--- src/rtl/pcileech_arb_pkg.sv ---
// rtl/pcileech_arb_pkg.sv - shared types and helpers for the com transmit arbiter
//
// Purpose : arbiter state enum, round-robin pick helper and the floor used
//           to turn a zero weight into a one-packet turn.
// Contents: arb_state_e, pick_t, EFF_WEIGHT_MIN, MAX_REQ, rr_pick().
package pcileech_arb_pkg;

   localparam int MAX_REQ        = 8;
   localparam int EFF_WEIGHT_MIN = 1;

   typedef enum logic {
      IDLE = 1'b0,
      BUSY = 1'b1
   } arb_state_e;

   // idx sits in the LSBs so a truncating cast yields the winner index.
   typedef struct packed {
      logic       found;
      logic [2:0] idx;
   } pick_t;

   // Rotate the request vector so ptr lands at bit 0, take the lowest set
   // bit, then rotate the index back. Only the low n bits of valid count.
   function automatic pick_t rr_pick(input logic [MAX_REQ-1:0] valid,
                                     input logic [2:0] ptr,
                                     input int n);
      logic [MAX_REQ-1:0] rot;
      pick_t              r;
      r   = '0;
      rot = '0;
      for (int i = 0; i < MAX_REQ; i++) begin
         if (i < n) rot[i] = valid[3'((int'(ptr) + i) % n)];
      end
      for (int i = MAX_REQ - 1; i >= 0; i--) begin
         if (rot[i]) begin
            r.found = 1'b1;
            r.idx   = 3'((int'(ptr) + i) % n);
         end
      end
      return r;
   endfunction

endpackage

--- src/rtl/pcileech_rr_pick.sv ---
// rtl/pcileech_rr_pick.sv - combinational round-robin winner select
//
// Purpose : first set bit of valid scanning upward from ptr with wrap-around.
// Ports   : valid [N]      request vector
//           ptr   [log2 N] highest-priority index this round
//           idx   [log2 N] winning index (meaningful only when found)
//           found          at least one request present
module pcileech_rr_pick
   import pcileech_arb_pkg::*;
#(
   parameter int N = 4
) (
   input  logic [N-1:0]         valid,
   input  logic [$clog2(N)-1:0] ptr,
   output logic [$clog2(N)-1:0] idx,
   output logic                 found
);

   localparam int IDX_W = $clog2(N);

   always_comb begin
      idx   = IDX_W'(rr_pick(8'(valid), 3'(ptr), N));
      found = |valid;
   end

endmodule

--- src/rtl/pcileech_com_tx_arb.sv ---
// rtl/pcileech_com_tx_arb.sv - packet-aware weighted round-robin tx arbiter
//
// Purpose : shares the com transmit path between NUM_REQ producers, holding
//           each grant for whole packets and up to cfg_weight packets a turn.
// Ports   : clk, rst_n                   clock, sync active-low reset
//           req_valid/req_data/req_last   per-source stream in (source 0 LSBs)
//           req_ready                     per-source accept, one-hot or zero
//           cfg_weight                    packets per turn, 0 acts as 1
//           out_data/out_valid/out_last   registered stream out
//           out_src                       source of the current out word
//           out_ready                     downstream accept
//           err_watchdog                  sticky forced-release flag
module pcileech_com_tx_arb
   import pcileech_arb_pkg::*;
#(
   parameter int NUM_REQ   = 4,
   parameter int DATA_W    = 256,
   parameter int WEIGHT_W  = 4,
   parameter int MAX_BEATS = 64
) (
   input  logic                         clk,
   input  logic                         rst_n,
   input  logic [NUM_REQ-1:0]           req_valid,
   input  logic [NUM_REQ*DATA_W-1:0]    req_data,
   input  logic [NUM_REQ-1:0]           req_last,
   output logic [NUM_REQ-1:0]           req_ready,
   input  logic [NUM_REQ*WEIGHT_W-1:0]  cfg_weight,
   output logic [DATA_W-1:0]            out_data,
   output logic                         out_valid,
   output logic                         out_last,
   output logic [$clog2(NUM_REQ)-1:0]   out_src,
   input  logic                         out_ready,
   output logic                         err_watchdog
);

   localparam int IDX_W = $clog2(NUM_REQ);
   localparam int CNT_W = $clog2(MAX_BEATS + 1);

   arb_state_e          state;
   logic [IDX_W-1:0]    grant;
   logic [IDX_W-1:0]    rr_ptr;
   logic [WEIGHT_W-1:0] credit;
   logic [CNT_W-1:0]    beat_cnt;
   // Set between packets of one turn: the source must still be valid on the
   // following cycle to keep the grant, otherwise the turn ends.
   logic                cont;

   logic [IDX_W-1:0]    win_idx;
   logic                win_found;
   logic [WEIGHT_W-1:0] win_weight;
   logic [WEIGHT_W-1:0] credit_dec;
   logic [IDX_W-1:0]    next_ptr;
   logic                cur_valid;
   logic                cur_last;
   logic                busy_ready;
   logic                accept;
   logic                wd_hit;

   pcileech_rr_pick #(.N(NUM_REQ)) u_pick (
      .valid (req_valid),
      .ptr   (rr_ptr),
      .idx   (win_idx),
      .found (win_found)
   );

   always_comb begin
      win_weight = cfg_weight[win_idx*WEIGHT_W +: WEIGHT_W];
      if (win_weight == '0) win_weight = WEIGHT_W'(EFF_WEIGHT_MIN);
      cur_valid  = req_valid[grant];
      cur_last   = req_last[grant];
      busy_ready = (state == BUSY) && (!out_valid || out_ready);
      accept     = busy_ready && cur_valid;
      // A real last on the limit beat is a normal end, not a watchdog event.
      wd_hit     = accept && !cur_last && (beat_cnt == CNT_W'(MAX_BEATS - 1));
      credit_dec = credit - 1'b1;
      next_ptr   = (grant == IDX_W'(NUM_REQ - 1)) ? '0 : grant + 1'b1;
      req_ready  = '0;
      if (busy_ready) req_ready[grant] = 1'b1;
   end

   always_ff @(posedge clk) begin
      if (!rst_n) begin
         state        <= IDLE;
         grant        <= '0;
         rr_ptr       <= '0;
         credit       <= '0;
         beat_cnt     <= '0;
         cont         <= 1'b0;
         out_data     <= '0;
         out_valid    <= 1'b0;
         out_last     <= 1'b0;
         out_src      <= '0;
         err_watchdog <= 1'b0;
      end else begin
         if (accept) begin
            out_data  <= req_data[grant*DATA_W +: DATA_W];
            out_valid <= 1'b1;
            out_last  <= cur_last || wd_hit;
            out_src   <= grant;
         end else if (out_ready) begin
            out_valid <= 1'b0;
         end

         case (state)
            IDLE: begin
               if (win_found) begin
                  state    <= BUSY;
                  grant    <= win_idx;
                  credit   <= win_weight;
                  beat_cnt <= '0;
                  cont     <= 1'b0;
               end
            end
            BUSY: begin
               if (accept) begin
                  cont <= 1'b0;
                  if (cur_last) begin
                     beat_cnt <= '0;
                     credit   <= credit_dec;
                     if (credit_dec != '0) begin
                        cont <= 1'b1;
                     end else begin
                        state  <= IDLE;
                        rr_ptr <= next_ptr;
                     end
                  end else if (wd_hit) begin
                     beat_cnt     <= '0;
                     err_watchdog <= 1'b1;
                     state        <= IDLE;
                     rr_ptr       <= next_ptr;
                  end else begin
                     beat_cnt <= beat_cnt + 1'b1;
                  end
               end else if (cont && !cur_valid) begin
                  cont   <= 1'b0;
                  state  <= IDLE;
                  rr_ptr <= next_ptr;
               end
            end
            default: state <= IDLE;
         endcase
      end
   end

endmodule

--- config.mk ---
export PLATFORM = sky130hd
export DESIGN_NAME = pcileech_com_tx_arb
export DESIGN_NICKNAME = d
export VERILOG_FILES = /design/src/rtl/pcileech_arb_pkg.sv /design/src/rtl/pcileech_rr_pick.sv /design/src/rtl/pcileech_com_tx_arb.sv
export SDC_FILE = /design/constraint.sdc
export NUM_CORES = 1
export LEC_CHECK = 0
export ABC_AREA = 1
export BUFFER_PORTS_ARGS = -buffer_cell sky130_fd_sc_hd__buf_4
export CAP_MARGIN = 0
export CORE_AREA = 4 4 508 510
export CTS_CLUSTER_DIAMETER = 100
export DETAILED_ROUTE_END_ITERATION = 12
export DIE_AREA = 0 0 512 514
export GPL_TIMING_DRIVEN = 0
export PLACE_DENSITY = 0.3
export SYNTH_ARGS = -nofsm -noshare
export SYNTH_HDL_FRONTEND = slang
export SYNTH_HIERARCHICAL = 1
export SYNTH_SLANG_ARGS = --single-unit
--- constraint.sdc ---
create_clock -name clk -period 2.2 [get_ports clk]
set_input_delay 0 -clock clk [delete_from_list [all_inputs] [get_ports clk]]
set_output_delay 0 -clock clk [all_outputs]
set_load 0.005 [all_outputs]
==> results of run 1 <==
-- power by group --
group | switching [uW] | internal (uW)
clock network | 3350 | 4990
registers | 773 | 6310
logic | 12800 | 7630
total | 16900 | 18900
-- final cells by class --
type | instances | share of cell area (%)
clock inverter | 24 | 0.715
inverter | 43 | 0.467
buffer | 259 | 3.70
multi-input combinational | 2247 | 23.9
antenna | 64 | 0.362
timing repair buffer | 2353 | 45.8
clock buffer | 61 | 3.01
sequential | 278 | 12.6
tap | 3366 | 9.52
-- routing by layer --
layer | part of all wire, % | vias up | GRT usage, %
met3 | 7.2 | 305 | 4.29
li1 | - | 14600 | -
met5 | 0.12 | - | 0
met2 | 48 | 1605 | 30.7
met1 | 42 | 15300 | 21.9
met4 | 3.2 | 48 | 4.99
-- kinds of logic after synthesis --
logic type               share of synthesized area (%)
buffers and inverters                             7.91
adder cells (fa/ha/maj)                          0.511
XOR/XNOR                                         0.102
multiplexers                                    0.0583
AO/OA/AOI/OAI                                     32.6
flip-flops                                        32.4
AND/OR/NAND/NOR                                   26.4
-- worst max path at each step --
stage	end	depth (start not counted)	slack (ns)
after global placement	out_data[248]	6	-1.86
after detailed placement	out_data[133]	8	-1.80
final	out_data[48]	7	-0.03
after global routing	out_data[46]	7	-0.07
after CTS	out_data[228]	8	-0.07
after floorplan	credit[3]	18	0.29
-- per-stage QoR --
step                hold WS (ns)  power, uW  utilization, %  worst slack, ns
global placement           0.371      25100            12.3            -1.86
global route              0.0196      38000            17.4          -0.0708
CTS                     0.000286      36500            17.3          -0.0668
finish                    0.0576      35800            17.5          -0.0256
detailed placement         0.391      25100            12.3            -1.80
floorplan                  0.185      14200               -            0.290
-- timing repair --
action | 4_1_cts | 5_1_grt
gates resized for setup | 291 | 56
setup endpoints to repair | 280 | 157
hold endpoints to repair | 267 | 0
pin swaps | 7 | 1
buffers inserted | 10 | 6
hold buffers | 1020 | 0
-- synth_stat cells (all sizes together) --
master and n:
a21oi 15, buf 92, clkbuf 168, clkinv 1, dfxtp 278, ha 7, inv 42, mux2i 1
nand2 96, nand3 32, nand4 5, nor2 1049, nor3 1, nor3b 1, o211ai 1, o21ai 780
o22ai 256, or2 1, xor2 2
-- tightest hold or removal path: stages --
cell and delay, ns:
buf_4 0.08, o21ai_2 0.11, o22ai_1 0.29, nor2_1 0.09, nor2_1 0.09
-- sequential cells by signal, indices dropped and copies added (netlist names) --
signal and cells:
rr_ptr 2, credit 4, beat_cnt 7, err_watchdog 1, grant 2, out_last 1
out_valid 1, state 1, cont 1, out_src 2, out_data 256
==> impl_metrics.csv, run 1 <==
group,metric,value,unit
timing,setup_violations,2,
worst_setup_path,critPathMaxFanout,12,
synth,syn_nets,3886,
cells_and_area,nets,6289,
pwr,leakage,0.0191,uW
pwr,cellPowerDensity,810,nW/um2
die,die_y,514,um
worst_setup_path,setup.worst_path.start,"grant[0]",
worst_hold_path,min_to,"out_data[231]",
synth,synth_area,17200,um2
route,drt_pass1_iterations,7,
worst_hold_path,worstHoldPathCells,5,
synth,ys_types,28,
die,placement_rows,185,
timing,max_slew.worst_pin.slew,1.16,ns
worst_setup_path,end_kind,"flop",
worst_setup_path,reg2reg_slack,-0.03,ns
die,core_area,253000,um2
timing,rsz0062_at_grt,"yes",
die,fp.dieW,512,um
synth,synth_top_cell_by_area,"dfxtp_1",
global_routing,grt_max_degree,13,
cells_and_area,drive_gt1_share,32.0,%
timing,hold_viol,0,
timing,maxSlewHeadroom,23.0,%
synth,ys_warn_count,6,
placed_design,place.gp.congestion,0.937,
job,cap_violations,0,
global_routing,first_global_vias,32900,
placed_design,placed_cell_area,31300,um2
cells_and_area,multi_input_area,10600,um2
timing,post-route-period-util,101,%
worst_setup_path,r2r_cells,7,
worst_setup_path,crit_slowest_cell,"o21ai_1",
global_routing,grt_first_pass_wirelength,316000,um
run_status,status,"finished with violations",
die,start_util,6.77,%
route,final_antenna_net_count,0,
cells_and_area,nFillCells,29200,
cells_and_area,seq_area,5580,um2
worst_setup_path,cp_common_cell,"nor2_1",
clocking,cts_max_level,2,
worst_hold_path,hp-start,"req_data[743]",
worst_hold_path,min_path_type,"in -> reg",
worst_setup_path,r2r_start,"grant[0]",
cells_and_area,layout_common_cells,"buf_4 (1,350), dlygate4sd3_1 (1,020), nor2_1 (1,011), o21ai_0 (646), dfxtp_1 (274)",
worst_setup_path,required,2.74,ns
synth,ys_ff_latch,278,
global_routing,grtUsageTotal,17.8,%
worst_setup_path,worstSetupPathType,"reg -> reg",
cells_and_area,area_growth,158,%
worst_setup_path,max_stage_delay,0.69,ns
synth,postSynthAreaPerCell,6.07,um2
cells_and_area,stdcell_area,44200,um2
placed_design,place_inst,7511,
synth,syn-instance-count,2828,
run_status,violations,"negative setup slack",
clocking,cts_root_buf,"clkbuf_16",
route,vias_per_cell,3.66,
route,vias,31800,
cells_and_area,final_common_cell,"buf_4",
route,totalWireLength,246000,um
synth,ys_seq_area_share,32.4,%
global_routing,grt_overflow,0,
timing,final-max-slew-violation-count,0,
placed_design,io_buffers,1314,
route,drtIter0Drc,2138,
synth,synth_top_cell_area_share,32.4,%
worst_setup_path,crit_family,"compound AO/OA/AOI/OAI gates",
die,num_io_pins,1316,
pwr,vdd_ir_drop_max,502,uV
clocking,tritoncts,"yes",
worst_setup_path,reg2reg_to,"out_data[48]",
clocking,insertion_delay,0.67,ns
global_routing,antenna_found_initial,161,
cells_and_area,layout.cells.non_filler,8695,
clocking,cts-buffers-inserted,49,
worst_setup_path,worst-path-buf-inv,3,
timing,finalSetupTns,-0.0374,ns
clocking,clk_pin_slew,0.06,ns
route,route.detailed.drc,0,
timing,fmax,449,MHz
clocking,ctsLongestPathBuffers,3,
timing,fin_skew,0.0214,ns
worst_setup_path,crit_path_start_kind,"flop",
die,die-area,263000,um2
clocking,cts_sinks,278,
worst_setup_path,worstPathArrival,2.76,ns
route,routedWlPerCell,28.3,um
synth,synth_area_leaders,"dfxtp_1 (32%), nor2_1 (23%), o21ai_0 (20%)",
timing,fin_ws,-0.0256,ns
placed_design,hpwlAfterDp,213000,um
timing,fin_crit,2.23,ns
worst_setup_path,worstPathCellList,"buf_12 -> clkbuf_8 -> clkbuf_2 -> o21ai_1 -> o22ai_1 -> nor2_1 -> nor2_1",
Power figures use the tool's default switching activity.
==> run 2: changes to the inputs <==
- RECOVER_POWER: not set -> 25
- clock period: 2.2 -> 2.5 ns (I/O delays scaled with it)
==> run 2 against run 1 <==
Effect of this change:
- the run still ends with negative setup slack left
- sequential power down 12%
- global-route usage fell by 0.067 points
- cell area is 3.4% lower
- total power down 15%
- clock skew grew 0.0037 ns
- die area unchanged
- critical path type unchanged
- highest routed layer unchanged
==> impl_metrics.csv, run 2 (synthesis results as in run 1) <==
group,metric,value,unit
run_status,status,"finished with violations",
run_status,violations,"negative setup slack",
worst_setup_path,crit_family,"compound AO/OA/AOI/OAI gates",
worst_setup_path,worstPathCellList,"clkbuf_4 -> clkbuf_2 -> o21ai_0 -> o22ai_1 -> nor2_1 -> nor2_1",
route,final_antenna_net_count,0,
global_routing,grt_overflow,0,
route,routed.top_layer,"met5",
global_routing,grt_max_degree,13,
cells_and_area,largest_reg_flops,256,
worst_setup_path,worst-path-stages,6,
cells_and_area,stdcell_area,42800,um2
worst_setup_path,crit_path_start_kind,"flop",
cells_and_area,nets,6229,
worst_setup_path,end_kind,"flop",
timing,max_slew.worst_pin.slew,1.17,ns
worst_setup_path,cp_common_cell,"nor2_1",
clocking,cts_root_buf,"clkbuf_16",
cells_and_area,final_common_cell,"buf_4",
clocking,tritoncts,"yes",
clocking,insertion_delay,0.67,ns
clocking,cts_sinks,278,
worst_setup_path,setup.worst_path.start,"grant[0]",
worst_hold_path,min_path_type,"in -> reg",
die,fp.dieW,512,um
route,drtIter0Drc,2049,
clocking,ctsLongestPathBuffers,3,
timing,fin_skew,0.0252,ns
die,num_io_pins,1316,
pwr,cellPowerDensity,715,nW/um2
job,cap_violations,0,
worst_setup_path,r2r_cells,6,
die,core_area,253000,um2
worst_setup_path,critPathMaxFanout,10,
route,totalWireLength,245000,um
timing,post-route-period-util,101,%
cells_and_area,regMostFlops,"out_data",
timing,fin_ws,-0.0176,ns
cells_and_area,area_growth,149,%
global_routing,first_global_vias,32500,
placed_design,place.gp.congestion,0.937,
cells_and_area,drive_gt1_share,28.5,%
worst_setup_path,r2r_start,"grant[0]",
route,drt-met1-wl,103000,um
worst_setup_path,required,3.04,ns
worst_setup_path,worstPathArrival,3.05,ns
route,wl_met3,17200,um
placed_design,pre_cts_slack,-1.50,ns
die,die_y,514,um
timing,setup_violations,1,
timing,fin_crit,2.52,ns
cells_and_area,finish.utilization,16.9,%
timing,rsz0062_at_grt,"yes",
worst_hold_path,hp-start,"req_data[553]",
clocking,cts-buffers-inserted,49,
die,start_util,6.77,%
timing,fmax,397,MHz
worst_setup_path,crit_slowest_cell,"o21ai_0",
worst_setup_path,worstSetupPathType,"reg -> reg",
cells_and_area,layout_common_cells,"buf_4 (1,201), nor2_1 (1,037), dlygate4sd3_1 (975), o21ai_0 (661), dfxtp_1 (276)",
die,die-area,263000,um2
placed_design,placed_cell_area,31300,um2
placed_design,place_inst,7511,
clocking,cts_max_level,2,
placed_design,io_buffers,1314,
route,drt_pass1_iterations,5,
route,routedWlPerCell,28.4,um
worst_setup_path,max_stage_delay,0.94,ns
timing,hold_viol,0,
die,placement_rows,185,
worst_setup_path,worst-path-buf-inv,2,
timing,finalSetupTns,-0.0176,ns
route,vias,31600,
global_routing,grt_first_pass_wirelength,314000,um
route,route.detailed.drc,0,
cells_and_area,largestRegisters,"out_data x256, beat_cnt x7, credit x4",
pwr,leakage,0.0182,uW
pwr,vdd_ir_drop_max,442,uV
placed_design,hpwlAfterDp,213000,um
worst_hold_path,worstHoldPathCells,5,
clocking,clk_pin_slew,0.06,ns
cells_and_area,layout.cells.non_filler,8623,
route,vias_per_cell,3.66,
route,dr_wl_met2,117000,um
global_routing,antenna_found_initial,160,
global_routing,grtUsageTotal,17.7,%
timing,maxSlewHeadroom,21.9,%
timing,final-max-slew-violation-count,0,
-- run 2: cell type report --
| type | count | area (um2) |
|---|---|---|
| well taps | 3366 | 4210 |
| inverters | 43 | 174 |
| clock inverters | 24 | 317 |
| fillers | 29300 | 211000 |
| flip-flops and latches | 278 | 5570 |
| multi-input cells | 2247 | 10300 |
| clock buffers | 61 | 1330 |
| repair buffers | 2292 | 19300 |
| diodes | 52 | 130 |
| plain buffers | 260 | 1430 |
-- run 2: per-layer routing --
metal  GRT usage [%]  up-vias
met3            4.49      317
met2            30.8     1597
met5               0        -
li1                -    14400
met4            4.62       56
met1            21.7    15200
-- run 2: path summary, 6_finish.rpt --
check | end | slack [ns]
hold reg to reg | err_watchdog | 0.45
hold / removal | out_data[41] | 0.03
setup reg to reg | out_data[53] | -0.02
setup / recovery | out_data[53] | -0.02
-- run 2: what timing repair did --
item,CTS,global route
endpoints found under the hold margin,264,0
setup endpoints to repair,276,22
pin swaps,1,0
setup buffers,0,0
hold buffers,975,0
resized for setup,149,19
-- run 2: worst reg2reg max path, stage by stage (launching register included) --
cell and delay (ns):
dfxtp_4 0.40, clkbuf_4 0.32, clkbuf_2 0.39, o21ai_0 0.95, o22ai_1 0.16, nor2_1 0.12
nor2_1 0.05
-- run 2: through the flow --
step | hold WS (ns) | total power (uW)
3_5_place_dp | 0.391 | 22000
2_1_floorplan | 0.185 | 12500
5_1_grt | 0.0299 | 32400
4_1_cts | 0.00175 | 31600
3_3_place_gp | 0.371 | 22100
6_report | 0.0313 | 30600
-- run 2: power breakdown --
group | internal [uW] | switching (uW) | total, uW
clock | 4390 | 2960 | 7350
combinational | 6020 | 11000 | 17000
sequential | 5550 | 668 | 6210
